[src/rtl/mem_arbiter_if.sv]
// Signal bundle between mem_arbiter, its fetch/data requesters and the shared memory.
// slave: the arbiter's view; master: the requester/memory side that drives it.
interface mem_arbiter_if;
  logic        if_req;
  logic [31:0] if_addr;
  logic        if_ready;
  logic [31:0] if_rdata;
  logic        d_req;
  logic        d_we;
  logic [31:0] d_addr;
  logic [31:0] d_wdata;
  logic        d_ready;
  logic [31:0] d_rdata;
  logic [31:0] mem_addr;
  logic [31:0] mem_wdata;
  logic        mem_read;
  logic        mem_write;
  logic [31:0] mem_rdata;
  logic        stall;

  modport slave (
    input  if_req, if_addr, d_req, d_we, d_addr, d_wdata, mem_rdata,
    output if_ready, if_rdata, d_ready, d_rdata, mem_addr, mem_wdata,
           mem_read, mem_write, stall
  );

  modport master (
    output if_req, if_addr, d_req, d_we, d_addr, d_wdata, mem_rdata,
    input  if_ready, if_rdata, d_ready, d_rdata, mem_addr, mem_wdata,
           mem_read, mem_write, stall
  );
endinterface

[src/rtl/mem_arbiter.sv]
// Shares one memory between fetch and data ports; data wins ties until its streak limit.
// Access holds the strobe WAIT_STATES+1 cycles; requesters hold req until their 1-cycle ready.
module mem_arbiter #(
  parameter int unsigned WAIT_STATES = 2,
  parameter int unsigned MAX_DSTREAK = 2
) (
  input  logic         clk,
  input  logic         rst_n,
  mem_arbiter_if.slave bus
);
  localparam logic [3:0] WAIT_LAST  = 4'(WAIT_STATES);
  localparam logic [2:0] STREAK_MAX = 3'(MAX_DSTREAK);

  typedef enum logic [1:0] {
    IDLE   = 2'd0,
    IF_ACC = 2'd1,
    D_ACC  = 2'd2
  } state_t;

  state_t      state_q, state_d;
  logic [3:0]  wait_q, wait_d;
  logic [2:0]  streak_q, streak_d;
  logic        we_q, we_d;
  logic [31:0] addr_q, addr_d;
  logic [31:0] wdata_q, wdata_d;
  logic [31:0] if_rdata_q, if_rdata_d;
  logic [31:0] d_rdata_q, d_rdata_d;
  logic        if_ready_q, if_ready_d;
  logic        d_ready_q, d_ready_d;
  logic        if_ok, d_ok;

  // In a port's ready cycle its req still belongs to the finished access, so skip it.
  assign if_ok = bus.if_req & ~if_ready_q;
  assign d_ok  = bus.d_req & ~d_ready_q;

  always_comb begin
    state_d    = state_q;
    wait_d     = wait_q;
    streak_d   = streak_q;
    we_d       = we_q;
    addr_d     = addr_q;
    wdata_d    = wdata_q;
    if_rdata_d = if_rdata_q;
    d_rdata_d  = d_rdata_q;
    if_ready_d = 1'b0;
    d_ready_d  = 1'b0;
    case (state_q)
      IDLE: begin
        if (d_ok && !(if_ok && streak_q == STREAK_MAX)) begin
          state_d = D_ACC;
          we_d    = bus.d_we;
          addr_d  = bus.d_addr;
          wait_d  = 4'd0;
          if (bus.d_we) wdata_d = bus.d_wdata;
          if (bus.if_req && streak_q < STREAK_MAX) streak_d = streak_q + 3'd1;
        end else if (if_ok) begin
          state_d  = IF_ACC;
          we_d     = 1'b0;
          addr_d   = bus.if_addr;
          wait_d   = 4'd0;
          streak_d = 3'd0;
        end
      end
      IF_ACC, D_ACC: begin
        if (wait_q == WAIT_LAST) begin
          state_d = IDLE;
          if (state_q == IF_ACC) begin
            if_ready_d = 1'b1;
            if_rdata_d = bus.mem_rdata;
          end else begin
            d_ready_d = 1'b1;
            if (!we_q) d_rdata_d = bus.mem_rdata;
          end
        end else begin
          wait_d = wait_q + 4'd1;
        end
      end
      default: state_d = IDLE;
    endcase
  end

  always_ff @(posedge clk or negedge rst_n) begin
    if (!rst_n) begin
      state_q    <= IDLE;
      wait_q     <= 4'd0;
      streak_q   <= 3'd0;
      we_q       <= 1'b0;
      addr_q     <= 32'd0;
      wdata_q    <= 32'd0;
      if_rdata_q <= 32'd0;
      d_rdata_q  <= 32'd0;
      if_ready_q <= 1'b0;
      d_ready_q  <= 1'b0;
    end else begin
      state_q    <= state_d;
      wait_q     <= wait_d;
      streak_q   <= streak_d;
      we_q       <= we_d;
      addr_q     <= addr_d;
      wdata_q    <= wdata_d;
      if_rdata_q <= if_rdata_d;
      d_rdata_q  <= d_rdata_d;
      if_ready_q <= if_ready_d;
      d_ready_q  <= d_ready_d;
    end
  end

  // Strobes decode straight from state so an async reset drops them at once.
  assign bus.mem_read  = (state_q == IF_ACC) | ((state_q == D_ACC) & ~we_q);
  assign bus.mem_write = (state_q == D_ACC) & we_q;
  assign bus.mem_addr  = addr_q;
  assign bus.mem_wdata = wdata_q;
  assign bus.if_ready  = if_ready_q;
  assign bus.if_rdata  = if_rdata_q;
  assign bus.d_ready   = d_ready_q;
  assign bus.d_rdata   = d_rdata_q;
  assign bus.stall     = bus.if_req & ~if_ready_q;
endmodule
[src/flat_wrapper.sv]
// flat-port wrapper written by rule: the top's interface ports become plain ports
module mem_arbiter_flat 
#(
  parameter int unsigned WAIT_STATES = 2,
  parameter int unsigned MAX_DSTREAK = 2
)
  (clk, rst_n, bus_if_req, bus_if_addr, bus_d_req, bus_d_we, bus_d_addr, bus_d_wdata, bus_mem_rdata, bus_if_ready, bus_if_rdata, bus_d_ready, bus_d_rdata, bus_mem_addr, bus_mem_wdata, bus_mem_read, bus_mem_write, bus_stall);
  mem_arbiter_if bus_i ();
  input  logic clk;
  input  logic rst_n;
  input wire logic [$bits(bus_i.if_req)-1:0] bus_if_req;
  input wire logic [$bits(bus_i.if_addr)-1:0] bus_if_addr;
  input wire logic [$bits(bus_i.d_req)-1:0] bus_d_req;
  input wire logic [$bits(bus_i.d_we)-1:0] bus_d_we;
  input wire logic [$bits(bus_i.d_addr)-1:0] bus_d_addr;
  input wire logic [$bits(bus_i.d_wdata)-1:0] bus_d_wdata;
  input wire logic [$bits(bus_i.mem_rdata)-1:0] bus_mem_rdata;
  output wire logic [$bits(bus_i.if_ready)-1:0] bus_if_ready;
  output wire logic [$bits(bus_i.if_rdata)-1:0] bus_if_rdata;
  output wire logic [$bits(bus_i.d_ready)-1:0] bus_d_ready;
  output wire logic [$bits(bus_i.d_rdata)-1:0] bus_d_rdata;
  output wire logic [$bits(bus_i.mem_addr)-1:0] bus_mem_addr;
  output wire logic [$bits(bus_i.mem_wdata)-1:0] bus_mem_wdata;
  output wire logic [$bits(bus_i.mem_read)-1:0] bus_mem_read;
  output wire logic [$bits(bus_i.mem_write)-1:0] bus_mem_write;
  output wire logic [$bits(bus_i.stall)-1:0] bus_stall;
  assign bus_i.if_req = bus_if_req;
  assign bus_i.if_addr = bus_if_addr;
  assign bus_i.d_req = bus_d_req;
  assign bus_i.d_we = bus_d_we;
  assign bus_i.d_addr = bus_d_addr;
  assign bus_i.d_wdata = bus_d_wdata;
  assign bus_i.mem_rdata = bus_mem_rdata;
  assign bus_if_ready = bus_i.if_ready;
  assign bus_if_rdata = bus_i.if_rdata;
  assign bus_d_ready = bus_i.d_ready;
  assign bus_d_rdata = bus_i.d_rdata;
  assign bus_mem_addr = bus_i.mem_addr;
  assign bus_mem_wdata = bus_i.mem_wdata;
  assign bus_mem_read = bus_i.mem_read;
  assign bus_mem_write = bus_i.mem_write;
  assign bus_stall = bus_i.stall;
  mem_arbiter #(.WAIT_STATES(WAIT_STATES), .MAX_DSTREAK(MAX_DSTREAK)) u_core (.clk(clk), .rst_n(rst_n), .bus(bus_i));
endmodule
[config.mk]
export PLATFORM = sky130hd
export DESIGN_NAME = mem_arbiter_flat
export DESIGN_NICKNAME = d
export VERILOG_FILES = /design/src/rtl/mem_arbiter_if.sv /design/src/rtl/mem_arbiter.sv /design/src/flat_wrapper.sv
export SDC_FILE = /design/constraint.sdc
export NUM_CORES = 1
export LEC_CHECK = 0
export BUFFER_PORTS_ARGS = -buffer_cell sky130_fd_sc_hd__buf_2
export CAP_MARGIN = 5
export CORE_MARGIN = 5
export CORE_UTILIZATION = 51
export CTS_CLUSTER_DIAMETER = 30
export DETAILED_ROUTE_END_ITERATION = 10
export PLACE_DENSITY = 0.86
export SLEW_MARGIN = 20
export SYNTH_ARGS = -nofsm -noshare
export SYNTH_HDL_FRONTEND = slang
export SYNTH_SLANG_ARGS = --single-unit
[constraint.sdc]
create_clock -name clk -period 3.6 [get_ports clk]
set_clock_uncertainty 0.1 [all_clocks]
set_input_delay 0.54 -clock clk [delete_from_list [all_inputs] [get_ports clk]]
set_output_delay 0.54 -clock clk [all_outputs]
set_load 0.05 [all_outputs]
# Word level (Yosys, flattened, before mapping)
# Cells that the tools add are included.
# W data, S select, Z words.
[word_totals] register_bits=140 output_inout_bits=133 wordCells=66
[op_classes] n_reduce_logical=15 add_sub_neg=2 bitwise=9 mux=21 n_lt_le_gt_ge=1 eq_ne=8
[op_table] cell="$mux W32" n=2
[op_table] cell="$mux W4" n=3
[op_table] cell="$reduce_and A3 Y1" n=4
[op_table] cell="$mux W3" n=3
[op_table] cell="$mux W1" n=8
[op_table] cell="$pmux W4 S2" n=1
[op_table] cell="$mux W2" n=3
[op_table] cell="$add A4 B1 Y4 const B" n=1
[op_table] cell="$and A1 B1 Y1" n=4
[op_table] cell="$eq A4 B2 Y1 const B" n=1
[op_table] cell="$ne A2 B2 Y1 const B" n=2
[op_table] cell="$not A1 Y1" n=4
[op_table] cell="$pmux W2 S2" n=1
[op_table] cell="$reduce_and A2 Y1" n=2
[op_table] cell="$reduce_and A4 Y1" n=1
[op_table] cell="$reduce_bool A2 Y1" n=2
[op_table] cell="$add A3 B1 Y3 const B" n=1
[op_table] cell="$eq A3 B2 Y1 const B" n=1
[op_table] cell="$logic_and A1 B1 Y1" n=3
[op_table] cell="$lt A3 B2 Y1 const B" n=1
[op_table] cell="$ne A3 B1 Y1 const B" n=1
[op_table] cell="$eq A2 B1 Y1 const B" n=1
[op_table] cell="$eq A2 B2 Y1 const B" n=1
[op_table] cell="$logic_not A2 Y1" n=1
[op_table] cell="4 further kinds" n=4

# Logic depth before layout (Yosys ltp)
# Gate-level depths: netlist (run 1).
[logic_depth] word_depth=7 mapped_depth=9

# Worst setup path before layout (run 1)
# Ideal clock, no wire load.
[synth_timing] path_type="flip-flop to flip-flop" startpoint="register u_core.d_ready_q, in the netlist u_core.bus.d_ready" endpoint="register u_core.wdata_q[0], in the netlist u_core.bus.mem_wdata[0]" arrival_ps=1878 synth_period_minus_slack_ps=2103 stages_incl_launch_ff=8 slack_ps=1497 path_buffers=3 t_required_ps=3375 cell_sequence="dfrtp_1 -> nor2b_1 -> and2_1 -> buf_2 -> and3_4 -> buf_6 -> buf_6 -> mux2_4"
[synth_between] elab_chain_cells=4
[synth_lines] item="from (decl)" line_no="mem_arbiter.sv:29" source="logic d_ready_q, d_ready_d;"
[synth_lines] item="from (signal assigned)" line_no="mem_arbiter.sv:104" source="d_ready_q <= d_ready_d;"
[synth_lines] item="$not A1 Y1" line_no="mem_arbiter.sv:34" source="assign d_ok = bus.d_req & ~d_ready_q;"
[synth_lines] item="$and A1 B1 Y1" line_no="mem_arbiter.sv:34"
[synth_lines] item="$logic_and A1 B1 Y1" line_no="mem_arbiter.sv:49" source="if (d_ok && !(if_ok && streak_q == STREAK_MAX)) begin"
[synth_lines] item="$reduce_and A3 Y1 (no line)"
[synth_lines] item="to (signal assigned)" line_no="mem_arbiter.sv:100" source="wdata_q <= wdata_d;"
[synth_lines] item="to (decl)" line_no="mem_arbiter.sv:25" source="logic [31:0] wdata_q, wdata_d;"
# Every way passes these cells.
# A chain may end at the register's enable or synchronous reset.

# Worst setup path after layout (run 1)
[layout_timing] startpoint="register u_core.state_q[0]" endpoint="register u_core.addr_q[30], in the netlist u_core.bus.mem_addr[30]"
[layout_between] elab_chain_cells=2
[layout_lines] item="from (decl)" line_no="mem_arbiter.sv:20" source="state_t state_q, state_d;"
[layout_lines] item="from (signal assigned)" line_no="mem_arbiter.sv:95" source="state_q <= state_d;"
[layout_lines] item="$logic_not A2 Y1" line_no="mem_arbiter.sv:47" source="case (state_q)"
[layout_lines] item="$reduce_and A2 Y1 (no line)"
[layout_lines] item="to (signal assigned)" line_no="mem_arbiter.sv:99" source="addr_q <= addr_d;"
[layout_lines] item="to (decl)" line_no="mem_arbiter.sv:24" source="logic [31:0] addr_q, addr_d;"
# Every way passes these cells.

==> reports/results.tsv, run 1 <==
metric	value	unit
CP Class	flip-flop to flip-flop	
Worst path max stage delay	500	ps
share of layout cells above drive strength 1	0.5408	
startpoint class of the critical path	flip-flop	
routability cong.	0.8409	
DRT iter0 DRCs	288	
status	complete, no violations	
CTS buffer count	17	
pin count of the biggest net entering global routing	81	
flop2flop setup slack	1180	ps
Worst path top cell family by delay	buffers and inverters	
DR pass1 iterations	4	
Mapped Nets	604	
Buf+Inv Stages, Crit Path	3	
final wirelength	15260	um
Worst EP required	3820	ps
Post-Syn Instances	463	
fin crit share	0.6727	
placed inst area	7333	um2
clock buffer depth	2	
count of input and output buffers	265	
area delta synth->final	34.02	%
Initial Util	0.5193	
Finish-stage setup viols	0	
number of synthesized flops with an enable pin	0	
DRC viols	0	
minimum clock period	2422	ps
Clk Latency, worst-skew pair	400	ps
Clk Tree Root Cell	clkbuf_16	
die width	117.8	um
routed len/inst	17.36	um
most common cell type on the critical path	inv_1	
post-layout util	0.6959	
Post-CTS Hold Buffers	0	
Distinct cells, synth	36	
core footprint	11420	um2
DR vias/cell	5.207	
fillcell total	805	
row count	39	
sequential fraction of the synthesis area	0.5908	
CTS tree	built	
Worst EP arrival	2640	ps
RSZ-0062 raised after global routing	no	
FF-to-FF path depth	7	
Slew Viols, Final	0	
Clock transition at path regs	60	ps
Via Count	4577	
PostCTS Resize Cnt	0	
# H-tree levels	4	
first-pass GRT wire length	24520	um
initial antenna violation count	0	
worst hold-check path type	input port to asynchronous set/reset pin	
die height	117.8	um
vias in the first global route	4710	
DP HPWL	11280	um
CP Capture Type	flip-flop	
Avg Inst Size Synth	12.81	um2
max cap viols	0	
Mapped Area	5929	um2
Synth warnings	0	
Clock Sinks	140	
ys async rst share	1.000	
Highest Clock Rate	0.4129	GHz
post-synthesis register bit count	140	
reg2reg end	u_core.bus.mem_addr[30]	
Cell Chain, Critical Path	inv_1 > ha_1 > inv_1 > a21oi_4 > buf_4 > nor2_1 > a31oi_1	
Fin. Hold Viols	0	
Sum Neg Setup Slack	0	ps
main flop type after synthesis	dfrtp_1	
r2r startpoint	u_core.state_q[0]	
commonest non-fill, non-tap cell in the layout	buf_2	
GRT Util Overall	0.2190	
total gr overflow	0	
postcts setup bufs	0	
NumNets Final	865	
most frequent cells in the layout	buf_2, dfrtp_1, nand2_1	
ANT nets after route	0	
Final Cell Area	7946	um2
die footprint	13880	um2
worst slew pin tran	718.5	ps
worst rel slew slack	0.5210	
CP Max Fanout	53	
ANT cells	0	
Crit-path slowest cell	buf_4	
I/O Pins	266	
==> area by class of cell <==
class / count / area (um2) / area share
flip-flops and latches: 140 / 3503 / 0.4409
multi-input cells: 286 / 2237 / 0.2815
repair buffers: 270 / 1383 / 0.1740
clock buffers: 21 / 470.5 / 0.05920
well taps: 143 / 178.9 / 0.02252
clock inverters: 10 / 140.1 / 0.01763
inverters: 9 / 33.78 / 0.004251
==> stage by stage <==
step           setup slack, ps  hold slack [ps]  std cells
6_report                  1178            66.03        879
5_1_grt                  944.9            111.2        879
4_1_cts                   1197            96.51        879
3_5_place_dp              1208            387.0        848
3_3_place_gp              1286            372.2        848
2_1_floorplan             1497            144.4        463
==> Yosys cell counts, types with 2 or more instances <==
| cell type | number | share of area |
|---|---|---|
| dfrtp_1 | 140 | 0.59 |
| nand2_1 | 68 | 0.043 |
| mux2_2 | 65 | 0.12 |
| nor2_1 | 36 | 0.023 |
| a31oi_1 | 33 | 0.035 |
| mux2_4 | 29 | 0.073 |
| clkbuf_1 | 15 | 0.0095 |
| inv_1 | 9 | 0.0057 |
| ha_1 | 8 | 0.017 |
| buf_6 | 7 | 0.013 |
| buf_2 | 6 | 0.0051 |
| a21oi_1 | 4 | 0.0034 |
| and2_1 | 4 | 0.0042 |
| o21ai_0 | 4 | 0.0034 |
| and3_1 | 3 | 0.0032 |
| nand2b_1 | 3 | 0.0032 |
| nor2b_1 | 3 | 0.0032 |
| a21o_1 | 2 | 0.0025 |
| a32o_1 | 2 | 0.0034 |
| a41oi_1 | 2 | 0.0030 |
| mux2_1 | 2 | 0.0038 |
| nand3_1 | 2 | 0.0017 |
| nor3b_1 | 2 | 0.0025 |
| o32ai_1 | 2 | 0.0030 |
==> flip-flops by register name (all words and copies together) (netlist names) <==
signal and flops:
u_core.wait_q 4, u_core.streak_q 3, u_core.bus.mem_wdata 32, u_core.bus.mem_addr 32, u_core.we_q 1, u_core.bus.if_ready 1
u_core.bus.d_ready 1, u_core.bus.d_rdata 32, u_core.state_q 2, u_core.bus.if_rdata 32
==> layer usage <==
layer | up-vias | global-route usage | wire (um)
met3 | 17 | 0.06631 | 993
met5 | - | 0 | 0
met1 | 2251 | 0.2647 | 5934
met4 | 0 | 0.06093 | 192
met2 | 179 | 0.3798 | 8137
li1 | 2130 | - | -
==> how the worst max path moves through the flow <==
| stage | startpoint | cells after the start | endpoint |
|---|---|---|---|
| 6_report | u_core.state_q[0] | 7 | u_core.bus.mem_addr[30] |
| 5_1_grt | u_core.state_q[0] | 7 | u_core.bus.mem_addr[31] |
| 4_1_cts | u_core.state_q[0] | 7 | u_core.bus.mem_addr[21] |
| 3_5_place_dp | u_core.state_q[0] | 7 | u_core.bus.mem_addr[21] |
| 3_3_place_gp | bus_d_req | 5 | u_core.streak_q[0] |
| 2_1_floorplan | u_core.bus.d_ready | 7 | u_core.bus.mem_wdata[0] |
==> kinds of logic (layout without fill, tap and decap cells) <==
kind of cell / count (synthesis) / in the layout / synth area share
DFF: 140 / 140 / 0.5908
and+or+nand+nor: 128 / 128 / 0.09707
buffers and inverters: 37 / 310 / 0.03355
adders and majority gates: 8 / 8 / 0.01688
muxes: 97 / 97 / 0.2024
AOI/OAI and AO/OA: 53 / 53 / 0.05930
Power of run 1 is left out: the tool's default activity adds up to more than one toggle a clock period on the data nets, which glitch-free logic cannot reach.
==> inputs of run 2 (changes only) <==
- ABC_AREA: default -> 1
- CORE_UTILIZATION: 51 -> 48
- PLACE_DENSITY: 0.86 -> 0.8
- clock period: 3.6 -> 2.5 ns (I/O delays scaled with it)
==> reports/results.tsv, run 2 <==
metric	value	unit
Mapped Nets	857	
vias in the first global route	5444	
DR vias/cell	4.879	
commonest non-fill, non-tap cell in the layout	buf_2	
Worst EP arrival	2270	ps
die width	124.4	um
I/O Pins	266	
Distinct cells, synth	27	
met1 Resource Use GR	0.2671	
Clk Tree Root Cell	clkbuf_16	
status	complete, no violations	
first-pass GRT wire length	27100	um
VDD IR-drop max	1.040	mV
Mapped Area	6279	um2
reg2reg end	u_core.bus.d_rdata[22]	
Via Count	5650	
Worst EP required	2700	ps
ANT cells	0	
DRC viols	0	
fin crit share	0.8259	
GRT Util Overall	0.2131	
Avg Inst Size Synth	8.769	um2
DR pass1 iterations	4	
Crit-path slowest cell	ha_1	
ys async rst share	1.000	
Post-Syn Instances	716	
Highest Clock Rate	0.4843	GHz
CP Class	flip-flop to flip-flop	
minimum clock period	2065	ps
Slew Viols, Final	0	
total gr overflow	0	
DP HPWL	12070	um
CTS tree	built	
CP Capture Type	flip-flop	
Leak	4.692	nW
Clock transition at path regs	60	ps
worst slew pin tran	1011	ps
CP startpoint	u_core.state_q[0]	
routability cong.	0.8671	
flop2flop setup slack	440	ps
grt peak-use layer	met2	
top cells by area, synth	dfrtp_1, nand2_1, inv_1	
r2r startpoint	u_core.state_q[0]	
area delta synth->final	31.96	%
routed len/inst	14.32	um
pin count of the biggest net entering global routing	65	
ANT nets after route	0	
RSZ-0062 raised after global routing	no	
sequential fraction of the synthesis area	0.5580	
max cap viols	0	
share of layout cells above drive strength 1	0.3367	
NumNets Final	1114	
Worst path max stage delay	440	ps
FF-to-FF path depth	6	
Clk Latency, worst-skew pair	410	ps
number of synthesized flops with an enable pin	0	
Initial Util	0.4935	
core footprint	12720	um2
met2 Use GR	0.3515	
CP Max Fanout	36	
Finished Layout Cells	1158	
startpoint class of the critical path	flip-flop	
Buf+Inv Stages, Crit Path	2	
die height	124.4	um
PostCTS Resize Cnt	0	
Fin. Hold Viols	0	
# H-tree levels	4	
most numerous cell in the Yosys netlist	nand2_1	
clock buffer depth	2	
die footprint	15470	um2
Pwr Total	0.01350	W
worst hold-check path type	input port to flip-flop	
Worst path top cell family by delay	simple AND/OR/NAND/NOR gates	
main flop type after synthesis	dfrtp_1	
met3 Usage GRT	0.06132	
worst rel slew slack	0.3251	
Sum Neg Setup Slack	0	ps
fillcell total	1079	
Crit path depth	6	
Cell Chain, Critical Path	inv_1 > ha_1 > nand4_4 > buf_12 > nand2_1 > o21ai_2	
initial antenna violation count	0	
Setup crit end	u_core.bus.d_rdata[22]	
CTS buffer count	17	
placed cells	1125	
row count	41	
Clock Sinks	140	
Finish-stage setup viols	0	
Power Dens Cells	1630	nW/um2
postcts setup bufs	0	
DRT iter0 DRCs	436	
final wirelength	16580	um
count of input and output buffers	265	
Synth warnings	0	
Synth top area share	0.5580	
post-synthesis register bit count	140	
most frequent cells in the layout	buf_2, nand2_1, dfrtp_1	
most frequent cells after synthesis	nand2_1, dfrtp_1, inv_1, o21ai_1, nand3_1	
top cell type by total area after synthesis	dfrtp_1	
[run 2: tightest hold or removal path, delay by kind of cell]
kind,cells,cell delay [ps]
simple gates,2,90
buf+inv,1,70
[run 2: through the flow]
step                setup WS (ps)  hold WS [ps]  utilization  instance area, um2
finish                      435.3         57.25       0.6513                8285
global placement            493.7         228.7       0.6058                7707
CTS                         410.5         38.47       0.6513                8285
detailed placement          421.3         239.6       0.6058                7707
floorplan                   726.0        -20.59            -                6279
global route                204.8         47.44       0.6513                8285
[run 2: report_power, final]
group	internal, W	switching [W]	leakage [nW]
sequential	0.00335	0.000609	1.66
clock	0.00148	0.000920	0.276
combinational	0.00157	0.00557	2.76
total	0.00641	0.00710	4.69
[run 2: logic make-up (layout without fill, tap and decap cells)]
logic type / count (synthesis) / after routing / share of synthesized area
adder cells (fa/ha/maj): 8 / 8 / 0.01594
flip-flops: 140 / 140 / 0.5580
AND/OR/NAND/NOR: 343 / 343 / 0.2429
XOR/XNOR: 2 / 2 / 0.002790
AO/OA/AOI/OAI: 104 / 104 / 0.09187
buffers and inverters: 119 / 389 / 0.08848
[run 2: area by class of cell]
type | count | area [um2] | area share
Clock buffer | 20 | 446.7 | 0.05391
Inverter | 79 | 296.5 | 0.03579
Tap cell | 172 | 215.2 | 0.02597
Timing Repair Buffer | 278 | 1483 | 0.1789
Multi-Input combinational cell | 457 | 2220 | 0.2679
Clock inverter | 12 | 121.4 | 0.01465
Sequential cell | 140 | 3503 | 0.4228
[run 2: worst min path at each step]
| stage | from | to | slack [ps] | cells after the start |
|---|---|---|---|---|
| 6_report | bus_d_wdata[9] | u_core.bus.mem_wdata[9] | 60 | 3 |
| 5_1_grt | bus_d_wdata[27] | u_core.bus.mem_wdata[27] | 50 | 3 |
| 4_1_cts | bus_d_wdata[9] | u_core.bus.mem_wdata[9] | 40 | 3 |
| 3_5_place_dp | rst_n | u_core.bus.if_rdata[5] | 240 | 1 |
| 3_3_place_gp | rst_n | u_core.bus.if_rdata[5] | 230 | 1 |
| 2_1_floorplan | rst_n | u_core.bus.d_rdata[0] | -20 | 0 |
[run 2: timing repair]
item,CTS,global route
hold buffers,1,0
hold endpoints to repair,41,0
setup endpoints to repair,0,0
[run 2: layer usage]
metal  routed length, um  part of all wire  vias up
met4                 306             0.018        0
met1                6659              0.40     2619
met5                   0                 0        -
met2                8259              0.50      240
li1                    -                 -     2767
met3                1354             0.082       24
Power figures use the tool's default switching activity.
==> inputs of run 3 (changes only) <==
- clock period: 2.5 -> 2.1 ns (I/O delays scaled with it)
==> reports/results.tsv, run 3 (synthesized netlist as in run 2, its figures left out) <==
metric	value	unit
status	complete, no violations	
minimum clock period	1937	ps
Initial Util	0.4935	
CP Capture Type	output pin	
DP HPWL	11950	um
NumNets Final	1136	
hold depth	3	
max cap viols	0	
r2r startpoint	u_core.streak_q[0]	
RSZ-0062 raised after global routing	no	
Finish-stage setup viols	0	
worst hold-check path type	input port to flip-flop	
count of input and output buffers	265	
Clk Latency, worst-skew pair	420	ps
CP Class	flip-flop to output pin	
startpoint class of the critical path	flip-flop	
Clock transition at path regs	60	ps
Fin. Hold Viols	0	
CTS buffer count	17	
area delta synth->final	36.01	%
worst rel slew slack	0.6775	
total gr overflow	0	
Cell Chain, Critical Path	inv_1 > ha_1 > inv_1 > nand2_1 > buf_2	
core footprint	12720	um2
Worst path max stage delay	390	ps
pin count of the biggest net entering global routing	65	
Slew Viols, Final	0	
Crit-path slowest cell	dfrtp_1	
DR vias/cell	4.931	
die width	124.4	um
# H-tree levels	4	
Highest Clock Rate	0.5163	GHz
routed len/inst	14.81	um
first-pass GRT wire length	28390	um
initial antenna violation count	0	
commonest non-fill, non-tap cell in the layout	buf_2	
Worst path top cell family by delay	buffers and inverters	
FF-to-FF path depth	9	
worst slew pin tran	483.8	ps
die height	124.4	um
ANT cells	0	
Worst EP required	1680	ps
Via Count	5814	
CTS tree	built	
clock buffer depth	2	
routability cong.	0.8438	
CP Max Fanout	3	
most frequent cells in the layout	buf_2, nand2_1, dfrtp_1	
Power Dens Cells	1905	nW/um2
Leak	4.801	nW
most common cell type on the critical path	inv_1	
hold path start	bus_d_wdata[8]	
postcts setup bufs	0	
die footprint	15470	um2
row count	41	
Worst EP arrival	1520	ps
flop2flop setup slack	200	ps
fin crit share	0.9223	
I/O Pins	266	
Clock Sinks	140	
ANT nets after route	0	
Sum Neg Setup Slack	0	ps
DR pass1 iterations	5	
VDD IR-drop max	1.132	mV
reg2reg end	u_core.bus.mem_wdata[6]	
share of layout cells above drive strength 1	0.3287	
DRT iter0 DRCs	365	
vias in the first global route	5747	
Hold EP	u_core.bus.mem_wdata[8]	
Buf+Inv Stages, Crit Path	3	
GRT Util Overall	0.2233	
final wirelength	17460	um
Clk Tree Root Cell	clkbuf_16	
post-layout util	0.6712	
DRC viols	0	
==> run 3: cell types whose count changed in the layout (fill, tap and decap cells not counted), sizes merged <==
cell | previous run | this run
dlygate4sd3 | 1 | 23
clkinv | 6 | 3
buf | 277 | 276
clkinvlp | 3 | 1
nor2 | 11 | 12
inv | 80 | 79
clkbuf | 20 | 25
==> run 3: where the power goes <==
part | leakage [nW] | switching (W) | total, W | internal (W)
clock | 0.295 | 0.00105 | 0.00298 | 0.00192
sequential | 1.66 | 0.000733 | 0.00473 | 0.00399
combinational | 2.85 | 0.00667 | 0.00856 | 0.00190
total | 4.80 | 0.00845 | 0.0163 | 0.00782
==> run 3: cell type report <==
cell class / instances / area, um2
Timing Repair Buffer: 299 / 1695
Sequential cell: 140 / 3503
Clock inverter: 6 / 82.58
Tap cell: 172 / 215.2
Clock buffer: 25 / 515.5
Multi-Input combinational cell: 458 / 2231
Fill cell: 1046 / 4183
Inverter: 79 / 296.5
==> run 3: per-stage QoR <==
step | worst slack (ps) | power (W) | cell area [um2] | hold slack (ps) | instances
floorplan | 326.0 | 0.01117 | 6279 | -80.59 | 716
global placement | 225.9 | 0.01310 | 7700 | 193.5 | 1124
detailed placement | 145.0 | 0.01328 | 7700 | 192.5 | 1124
CTS | 127.1 | 0.01633 | 8518 | 0.7362 | 1177
global route | 12.80 | 0.01716 | 8539 | 10.08 | 1179
finish | 163.2 | 0.01627 | 8539 | 19.48 | 1179
==> run 3: per-layer routing <==
metal,vias up,GRT usage,share of wire
met2,283,0.3791,0.50
li1,2805,-,-
met5,-,0,0
met3,33,0.06475,0.086
met4,0,0.08962,0.023
met1,2693,0.2667,0.39
==> run 3: worst max path at each step <==
stage,start,cells after the start,slack (ps),endpoint
after CTS,u_core.streak_q[0],9,130,u_core.bus.mem_wdata[8]
after global routing,u_core.streak_q[0],9,10,u_core.bus.mem_wdata[3]
after global placement,u_core.streak_q[0],9,230,u_core.bus.mem_wdata[13]
final,u_core.state_q[1],5,160,bus_mem_read
after detailed placement,u_core.streak_q[0],9,150,u_core.bus.mem_wdata[8]
after floorplan,u_core.bus.if_ready,7,330,u_core.bus.mem_wdata[23]
==> run 3: worst register-to-register path: stages, from the launching register on <==
cell	delay [ps]
dfrtp_1	390
inv_1	60
ha_1	190
inv_1	50
nor2_1	40
nand2_2	90
nand2_4	180
buf_4	300
o21ai_0	280
nand2_1	100
==> run 3: what timing repair did <==
item / 4_1_cts / 5_1_grt
endpoints found under the hold margin: 69 / 1
hold buffers: 22 / 1
setup endpoints to repair: 0 / 22
resized for setup: 0 / 1
